--- config.mk ---
export PLATFORM = sky130hd
export DESIGN_NAME = adder_stream_flat
export DESIGN_NICKNAME = d
export VERILOG_FILES = /design/src/rtl/adder_stream_pkg.sv /design/src/rtl/adder_stream_if.sv /design/src/rtl/adder_stream_stage.sv /design/src/rtl/adder_stream.sv /design/src/flat_wrapper.sv
export SDC_FILE = /design/constraint.sdc
export NUM_CORES = 1
export LEC_CHECK = 0
export ABC_CLOCK_PERIOD_IN_PS = 3000
export CAP_MARGIN = 25
export CORE_MARGIN = 3
export CORE_UTILIZATION = 50
export CTS_CLUSTER_DIAMETER = 60
export DETAILED_ROUTE_END_ITERATION = 10
export HOLD_SLACK_MARGIN = 0.05
export PLACE_DENSITY = 0.88
export SYNTH_ARGS = -nofsm -noshare
export SYNTH_HDL_FRONTEND = slang
export SYNTH_SLANG_ARGS = --single-unit
--- constraint.sdc ---
create_clock -name clk -period 3 [get_ports clk]
set_input_delay 0.6 -clock clk [delete_from_list [all_inputs] [get_ports clk]]
set_output_delay 0.6 -clock clk [all_outputs]
set_load 0.01 [all_outputs]
--- src/rtl/adder_stream_pkg.sv ---
// adder_stream_pkg: shared types for the adder_stream block.
//   op_e        - operation encoding carried on the 2-bit op field
//   stage_t     - per-stage flags {valid, sat}; the result width is a parameter
//   MAX_LATENCY - upper bound for the LATENCY parameter
package adder_stream_pkg;

  localparam int MAX_LATENCY = 4;

  typedef enum logic [1:0] {
    OP_ADD = 2'd0,
    OP_SUB = 2'd1,
    OP_ACC = 2'd2,
    OP_CLR = 2'd3
  } op_e;

  typedef struct packed {
    logic valid;
    logic sat;
  } stage_t;

endpackage

--- src/rtl/adder_stream_if.sv ---
// adder_stream_if: operand input stream and result output stream.
//   in_valid/in_ready  - input handshake
//   A, B, op           - operands and operation (0 ADD, 1 SUB, 2 ACC, 3 CLR)
//   out_valid/out_ready- output handshake
//   X, sat             - DATA_WIDTH+1 result and clamp flag
// Modports: master drives operands and out_ready; slave is the adder.
interface adder_stream_if #(
  parameter int DATA_WIDTH = 4
) ();
  logic                  in_valid;
  logic                  in_ready;
  logic [DATA_WIDTH-1:0] A;
  logic [DATA_WIDTH-1:0] B;
  logic [1:0]            op;
  logic                  out_valid;
  logic                  out_ready;
  logic [DATA_WIDTH:0]   X;
  logic                  sat;

  modport master (
    output in_valid, A, B, op, out_ready,
    input  in_ready, out_valid, X, sat
  );

  modport slave (
    input  in_valid, A, B, op, out_ready,
    output in_ready, out_valid, X, sat
  );
endinterface

--- src/rtl/adder_stream_stage.sv ---
// adder_stream_stage: one pipeline register holding {valid, sat} and a result.
//   clk, rst_n - clock, asynchronous active-low reset
//   en         - advance enable (low while the pipeline is stalled)
//   d_flags/d_x- stage input
//   q_flags/q_x- stage output
module adder_stream_stage
  import adder_stream_pkg::*;
#(
  parameter int WIDTH = 5
) (
  input  logic             clk,
  input  logic             rst_n,
  input  logic             en,
  input  stage_t           d_flags,
  input  logic [WIDTH-1:0] d_x,
  output stage_t           q_flags,
  output logic [WIDTH-1:0] q_x
);

  always_ff @(posedge clk or negedge rst_n) begin
    if (!rst_n) begin
      q_flags <= '0;
      q_x     <= '0;
    end else if (en) begin
      q_flags <= d_flags;
      q_x     <= d_x;
    end
  end

endmodule

--- src/rtl/adder_stream.sv ---
// adder_stream: pipelined add / subtract / accumulate with valid/ready streams.
//   clk   - clock
//   rst_n - asynchronous active-low reset
//   bus   - adder_stream_if.slave (operand stream in, result stream out)
// Parameters: DATA_WIDTH operand width, LATENCY register stages (1..4).
// Define ADDER_STREAM_SAT_EN for unsigned saturation instead of wrap; sat
// reports the clamped beat. Without it sat is tied to 0.
module adder_stream
  import adder_stream_pkg::*;
#(
  parameter int DATA_WIDTH = 4,
  parameter int LATENCY    = 2
) (
  input  logic           clk,
  input  logic           rst_n,
  adder_stream_if.slave  bus
);

  localparam int XW = DATA_WIDTH + 1;

  op_e           op;
  logic          stall;
  logic          accept;
  logic [XW-1:0] acc;
  logic [XW-1:0] a_ext;
  logic [XW-1:0] b_ext;
  logic [XW-1:0] res_x;
  logic          res_sat;

  // Index 0 is the combinational result entering the first register;
  // index LATENCY is the output of the last register.
  stage_t        flags [LATENCY+1];
  logic [XW-1:0] xs    [LATENCY+1];

  assign op     = op_e'(bus.op);
  assign a_ext  = {1'b0, bus.A};
  assign b_ext  = {1'b0, bus.B};

  // A single global stall freezes every stage so bubbles never collapse.
  assign stall  = flags[LATENCY].valid && !bus.out_ready;
  assign accept = bus.in_valid && !stall;

  assign bus.in_ready  = !stall;
  assign bus.out_valid = flags[LATENCY].valid;
  assign bus.X         = xs[LATENCY];
  assign bus.sat       = flags[LATENCY].sat;

  always_comb begin
    res_x   = '0;
    res_sat = 1'b0;
    unique case (op)
      OP_ADD:  res_x = a_ext + b_ext;
      OP_SUB:  res_x = a_ext - b_ext;
      OP_ACC:  res_x = acc + a_ext;
      default: res_x = '0;
    endcase
`ifdef ADDER_STREAM_SAT_EN
    // Addends are non-negative, so a wrapped sum is smaller than an addend.
    unique case (op)
      OP_ADD: if (res_x < a_ext) begin res_x = '1; res_sat = 1'b1; end
      OP_SUB: if (b_ext > a_ext) begin res_x = '0; res_sat = 1'b1; end
      OP_ACC: if (res_x < acc)   begin res_x = '1; res_sat = 1'b1; end
      default: ;
    endcase
`endif
  end

  // ACC stores the (possibly clamped) new value; CLR's result is zero.
  always_ff @(posedge clk or negedge rst_n) begin
    if (!rst_n) begin
      acc <= '0;
    end else if (accept && (op == OP_ACC || op == OP_CLR)) begin
      acc <= res_x;
    end
  end

  assign flags[0] = '{valid: accept, sat: res_sat};
  assign xs[0]    = res_x;

  for (genvar g = 0; g < LATENCY; g++) begin : g_stage
    adder_stream_stage #(
      .WIDTH(XW)
    ) u_stage (
      .clk     (clk),
      .rst_n   (rst_n),
      .en      (!stall),
      .d_flags (flags[g]),
      .d_x     (xs[g]),
      .q_flags (flags[g+1]),
      .q_x     (xs[g+1])
    );
  end

endmodule

--- src/flat_wrapper.sv ---
// flat-port wrapper written by rule: the top's interface ports become plain ports
module adder_stream_flat import adder_stream_pkg::*;
#(
  parameter int DATA_WIDTH = 4,
  parameter int LATENCY    = 2
)
  (clk, rst_n, bus_in_valid, bus_A, bus_B, bus_op, bus_out_ready, bus_in_ready, bus_out_valid, bus_X, bus_sat);
  adder_stream_if #(.DATA_WIDTH(DATA_WIDTH)) bus_i ();
  input  logic clk;
  input  logic rst_n;
  input wire logic [$bits(bus_i.in_valid)-1:0] bus_in_valid;
  input wire logic [$bits(bus_i.A)-1:0] bus_A;
  input wire logic [$bits(bus_i.B)-1:0] bus_B;
  input wire logic [$bits(bus_i.op)-1:0] bus_op;
  input wire logic [$bits(bus_i.out_ready)-1:0] bus_out_ready;
  output wire logic [$bits(bus_i.in_ready)-1:0] bus_in_ready;
  output wire logic [$bits(bus_i.out_valid)-1:0] bus_out_valid;
  output wire logic [$bits(bus_i.X)-1:0] bus_X;
  output wire logic [$bits(bus_i.sat)-1:0] bus_sat;
  assign bus_i.in_valid = bus_in_valid;
  assign bus_i.A = bus_A;
  assign bus_i.B = bus_B;
  assign bus_i.op = bus_op;
  assign bus_i.out_ready = bus_out_ready;
  assign bus_in_ready = bus_i.in_ready;
  assign bus_out_valid = bus_i.out_valid;
  assign bus_X = bus_i.X;
  assign bus_sat = bus_i.sat;
  adder_stream #(.DATA_WIDTH(DATA_WIDTH), .LATENCY(LATENCY)) u_core (.clk(clk), .rst_n(rst_n), .bus(bus_i));
endmodule
==> results of run 1 <==
sequential cells by signal, indices dropped and copies added (netlist names):
signal and count:
u_core.g_stage.u_stage.q_x 10, u_core.acc 5, u_core.g_stage.u_stage.q_flags 2
power breakdown:
| group | total, uW | switching (uW) | internal, uW |
|---|---|---|---|
| clock network | 118 | 68.9 | 49.5 |
| logic | 233 | 106 | 126 |
| registers | 318 | 33.5 | 285 |
layout make-up:
cell class	instances	area, um2	area share (%)
multi-input combinational	79	508	39.0
tap	25	31.3	2.40
inverter	11	41.3	3.17
clock buffer	3	22.5	1.73
timing repair buffer	29	268	20.6
sequential	17	425	32.7
clock inverter	1	5.00	0.385
per-stage QoR:
step | setup slack, ps | setup TNS, ps | std cells
2_1_floorplan | 414 | 0 | 111
3_3_place_gp | -47.5 | -85.7 | 161
3_5_place_dp | -181 | -414 | 161
4_1_cts | 154 | 0 | 165
5_1_grt | 3.68 | 0 | 165
6_report | 137 | 0 | 165
placed cells by master (no fill, tap or decap), types with 2 or more instances in the layout:
master and count:
nand2_1 28, clkdlybuf4s50_1 20, dfrtp_1 17, inv_1 10
ha_1 9, buf_4 9, a21oi_1 6, nor2_1 4
a22o_1 4, nor3b_1 3, o21ai_1 3, nand2b_1 3
clkbuf_4 3, o22ai_1 2, nor2b_1 2, o31ai_1 2
xor2_1 2
cells by family after synthesis:
kind of cell	Yosys count	synth area share, %
flip-flops	17	42.8
AND/OR/NAND/NOR	42	18.9
AO/OA/AOI/OAI	22	14.7
XOR/XNOR	3	2.64
buffers and inverters	15	6.16
multiplexers	1	1.13
other	1	0.377
adder cells (fa/ha/maj)	10	13.3
per-layer routing:
layer / wire [um] / GRT usage, %
met1: 829 / 19.7
met2: 1020 / 30.0
met3: 91 / 2.97
met4: 4 / 6.73
met5: 0 / 0
worst max-delay path, stage by stage:
cell	delay [ps]
clkdlybuf4s50_1	480
inv_1	50
ha_1	350
nor2b_1	180
nand2_1	70
nand2_1	60
ha_1	160
inv_1	60
fa_1	400
nand2b_1	160
a21oi_1	160
xor2_1	100
a22o_1	210
final timing paths:
check | from | end | slack [ps] | cells after the start
max | bus_op[0] | u_core.acc[4]$_DFFE_PN0P_ | 140 | 13
min | u_core.g_stage[1].u_stage.q_x[0]$_DFFE_PN0N_ | u_core.g_stage[1].u_stage.q_x[0]$_DFFE_PN0N_ | 470 | 2
max reg2reg | u_core.acc[1]$_DFFE_PN0P_ | u_core.acc[4]$_DFFE_PN0P_ | 1100 | 8
min reg2reg | u_core.g_stage[1].u_stage.q_x[0]$_DFFE_PN0N_ | u_core.g_stage[1].u_stage.q_x[0]$_DFFE_PN0N_ | 470 | 2
max in group asynchronous | rst_n | u_core.acc[2]$_DFFE_PN0P_ | 1810 | 1
min in group asynchronous | rst_n | u_core.g_stage[0].u_stage.q_x[2]$_DFFE_PN0N_ | 740 | 1
==> results.yml, run 1 <==
layout:
  nets: 165
  stdcell_area_um2: 1300
  n_antenna_cell: 0
  fillCellCount: 146
  syn_to_final_growth_pct: 30.8
  drive_gt1_share_pct: 10.7
  final_core_util_pct: 72.2
cts:
  cts.clk_slew.worst_paths_ps: 100
  cts_max_level: 1
  numCtsBuffers: 3
  clock-sinks: 17
  ctsLongestPathBuffers: 2
  ctsResizeCount: 0
  post_cts_buffers: 0
  cts_hold_buf: 0
  cts_tree: "yes"
  cts-root-buf: "clkbuf_4"
  clk_latency_ps: 280
sta:
  tightest_slew_ps: 724
  setup_viol: 0
  whs_ps: 474
  fin_skew_ps: 2.51
  finalCritPeriodShare_pct: 95.4
  rsz0062_at_grt: "no"
  drv_slew: 0
  hold_viol: 0
  min_period_ps: 2860
  relSlewSlack_pct: 51.6
  fmax_mhz: 349
logic_synthesis:
  synth_area_leaders: "dfrtp_1 43%, ha_1 11%, nand2_1 11%"
  ys_async_sr_fraction_pct: 100
  yosysUniqueCellTypes: 29
  yosysSeqAreaShare_pct: 42.8
  synth_nets: 135
  syn_avg_cell_area_um2: 8.96
  synth_area_um2: 995
  synth_top_area_share_pct: 42.8
  synth_area_leader_cell: "dfrtp_1"
  ys.flop_type: "dfrtp_1"
  synth_common_cells: "28 x nand2_1, 17 x dfrtp_1, 10 x inv_1"
  synth_cells: 111
  synth.ff_latch_count: 17
  yosys_warnings: 0
  synth-edff-count: 0
  synth_most_common_cell: "nand2_1"
power_and_ir_drop:
  cellPowerDensity_nw_per_um2: 514
  max-vdd-ir-drop_v: 0.000239
  leakagePower_uw: 0.000657
  fin_total_pwr_uw: 669
placement:
  numPortBuffers: 20
  placed_cell_area_um2: 1270
  dp_hpwl_um: 1600
  gp_congestion: 0.877
worst_setup_path:
  cp-end-kind: "flip-flop"
  worstSetupPathType: "primary input to flip-flop"
  required_ps: 3180
  worstPathMaxFanout: 6
  critPathArrivalTime_ps: 3050
  start_kind: "primary input"
floorplanning:
  io_pins: 22
  start_util_pct: 55.2
  rows: 15
  core_area_um2: 1800
  die_w_um: 50.6
  die-area_um2: 2560
  die_h_um: 50.6
grt:
  grt_pass1_vias: 749
  grt-ovfl-total: 0
  grt_start_max_net_pins: 18
  grtUsageTotal_pct: 16.8
  grt_pass1_wl_um: 3240
  antenna_found_initial: 0
detailed_routing:
  ant_nets: 0
  routedWlPerCell_um: 11.8
  post-route-drc-count: 0
  routed_wirelength_um: 1950
  drtIter0Drc: 6
  dr.pass1.iters: 4
  routed_via_density: 5.05
  vias: 833
job:
  cap_violations: 0
worst_hold_path:
  holdCritPathClass: "flip-flop to flip-flop"
run_status:
  status: "finished, final reports clean"
No activity file was read; power rests on OpenSTA's default activity.
==> run 2: changes to the inputs <==
TNS_END_PERCENT = 20   (was default)
==> results of run 2 <==
No change in the layout: final DEF, timing and power equal those of run 1.
==> run 3: changes to the inputs <==
PLACE_DENSITY = 0.85   (was 0.88)
SYNTH_HIERARCHICAL = 1   (was default)
==> run 3 against run 2 <==
Against the previous run:
- utilization shrank 3.9 points
- cell count stayed put
- first-iteration DRC count increased by 130%
- critical path type unchanged
- via count grew 2.6%
- clock skew shrank 1.8 ps
- clock power rose by 8%
- sequential share of layout area shrank 2.1 points
- sequential power is 30% higher
- combinational power grew 90%
- maximum frequency shrank 0.22%
- worst hold slack better by 33 ps
- area after synthesis rose by 24%
==> results.yml, run 3 <==
logic_synthesis:
  synth.ff_latch_count: 19
  synth_most_common_cell: "dfrtp_1"
  synth_nets: 128
  synth_common_cells: "19 x dfrtp_1, 14 x mux2_4, 9 x ha_1, 9 x inv_1, 6 x nor2_1"
  synth-edff-count: 0
  ys.flop_type: "dfrtp_1"
  synth_top_area_share_pct: 38.6
  ys_async_sr_fraction_pct: 100
  synth_area_leader_cell: "dfrtp_1"
  synth_area_leaders: "dfrtp_1 39%, mux2_4 17%, ha_1 9.1%"
  yosysUniqueCellTypes: 36
  yosysSeqAreaShare_pct: 38.6
  synth_cells: 104
  syn_avg_cell_area_um2: 11.9
  synth_area_um2: 1230
  yosys_warnings: 6
layout:
  drive_gt1_share_pct: 29.2
  n_antenna_cell: 0
  reg.largest.list: "u_core/g_stage.u_stage/q_x: 10 flops, u_core/acc: 5 flops, u_core/g_stage.u_stage/q_flags: 4 flops"
  final_common_cell: "clkdlybuf4s50_1"
  regMostFlops: "u_core/g_stage.u_stage/q_x"
  final_core_util_pct: 68.3
  nets: 162
  largest_register_ffs: 10
  syn_to_final_growth_pct: 26.2
  final_cell_mix: "21 x clkdlybuf4s50_1, 19 x dfrtp_1, 14 x mux2_4"
grt:
  grt_pass1_vias: 832
  grt_start_max_net_pins: 20
  grtUsageTotal_pct: 15.2
  grt-ovfl-total: 0
  antenna_found_initial: 0
  grt_pass1_wl_um: 3730
detailed_routing:
  drtIter0Drc: 14
  dr.pass1.iters: 4
  routed_wirelength_um: 2200
  routed_via_density: 5.18
  routedWlPerCell_um: 13.3
  vias: 855
  ant_nets: 0
  post-route-drc-count: 0
worst_setup_path:
  start_kind: "primary input"
  critPathArrivalTime_ps: 3060
  path_cells: "clkdlybuf4s50_1, inv_1, ha_1, nand3b_1, nand2_1, ha_1, inv_1, fa_1, nand2b_4, a21oi_4, xnor2_1, nor2_1, mux2_4"
  cp-end-kind: "flip-flop"
  worstPathMaxFanout: 5
  worstSetupPathType: "primary input to flip-flop"
  cp_slowest_stage_delay_ps: 470
  required_ps: 3190
  crit_slowest_cell: "clkdlybuf4s50_1"
power_and_ir_drop:
  max-vdd-ir-drop_v: 0.000394
  leakagePower_uw: 0.000768
  cellPowerDensity_nw_per_um2: 632
sta:
  finalCritPeriodShare_pct: 95.6
  fin_skew_ps: 0.760
  tightest_slew_ps: 791
  min_period_ps: 2870
  hold_viol: 0
  drv_slew: 0
  whs_ps: 507
  rsz0062_at_grt: "no"
  fmax_mhz: 349
  setup_viol: 0
  relSlewSlack_pct: 47.1
  worst_slack_ps: 131
placement:
  dp_hpwl_um: 1800
  numPortBuffers: 21
  pre_cts_slack_ps: -191
  gp_congestion: 0.856
cts:
  cts.clk_slew.worst_paths_ps: 100
  cts-root-buf: "clkbuf_4"
  cts_tree: "yes"
  numCtsBuffers: 3
  clock-sinks: 19
  post_cts_buffers: 0
  ctsLongestPathBuffers: 2
  cts_hold_buf: 0
  ctsResizeCount: 0
  clk_latency_ps: 290
  cts_max_level: 1
floorplanning:
  die_w_um: 55.6
  die-area_um2: 3100
  io_pins: 22
  start_util_pct: 54.2
  rows: 17
  core_area_um2: 2280
  die_h_um: 55.6
job:
  cap_violations: 0
worst_hold_path:
  holdCritPathClass: "flip-flop to flip-flop"
run_status:
  status: "finished, final reports clean"
## run 3: where the power goes
part | internal (uW) | total (uW) | switching, uW
sequential | 351 | 413 | 61.9
clock | 51.8 | 127 | 74.8
combinational | 282 | 443 | 161
## run 3: cell type report
cell class / count / area (um2)
fillers: 157 / 721
multi-input cells: 72 / 684
flip-flops and latches: 19 / 475
repair buffers: 33 / 300
well taps: 28 / 35.0
inverters: 9 / 33.8
clock buffers: 4 / 26.3
## run 3: metrics by stage
| stage | TNS [ps] | total power [uW] | instance area (um2) | cells |
|---|---|---|---|---|
| floorplan | 0 | 688 | 1230 | 104 |
| global placement | -269 | 846 | 1530 | 161 |
| detailed placement | -529 | 864 | 1530 | 161 |
| CTS | 0 | 995 | 1560 | 165 |
| global route | 0 | 1050 | 1560 | 165 |
| finish | 0 | 983 | 1560 | 165 |
## run 3: worst max-delay path: cells and delay by family
| family | cells | cell delay [ps] |
|---|---|---|
| simple gates | 4 | 450 |
| buf+inv | 3 | 580 |
| xor+xnor | 1 | 140 |
| compound gates | 1 | 150 |
| mux | 1 | 260 |
| fa+ha+maj | 3 | 880 |
## run 3: final timing paths
kind / start / to / slack, ps / cells after the start
worst max-delay path: bus_op[0] / u_core/g_stage[0].u_stage/q_x[4]$_DFFE_PN0P_ / 130 / 13
worst min-delay path: u_core/acc[4]$_DFFE_PN0P_ / u_core/acc[4]$_DFFE_PN0P_ / 510 / 1
worst max register to register: u_core/acc[1]$_DFFE_PN0P_ / u_core/g_stage[0].u_stage/q_x[4]$_DFFE_PN0P_ / 930 / 9
worst min register to register: u_core/acc[4]$_DFFE_PN0P_ / u_core/acc[4]$_DFFE_PN0P_ / 510 / 1
max in group asynchronous: rst_n / u_core/g_stage[1].u_stage/q_x[0]$_DFFE_PN0P_ / 1760 / 1
min in group asynchronous: rst_n / u_core/g_stage[1].u_stage/q_x[3]$_DFFE_PN0P_ / 760 / 1
## run 3: cell families after synthesis
kind of cell,Yosys count,synth area share (%)
buffers and inverters,13,5.89
multiplexers,18,20.6
XOR/XNOR,3,2.13
AO/OA/AOI/OAI,17,10.3
adder cells (fa/ha/maj),10,10.8
other,1,0.304
flip-flops,19,38.6
AND/OR/NAND/NOR,23,11.5
## run 3: per-layer routing
| metal | share of wire (%) | GRT usage [%] | vias up |
|---|---|---|---|
| met3 | 4.6 | 2.55 | 5 |
| li1 | - | - | 421 |
| met2 | 48 | 25.5 | 24 |
| met1 | 45 | 18.7 | 405 |
| met5 | 0 | 0 | - |
| met4 | 1.9 | 7.99 | 0 |
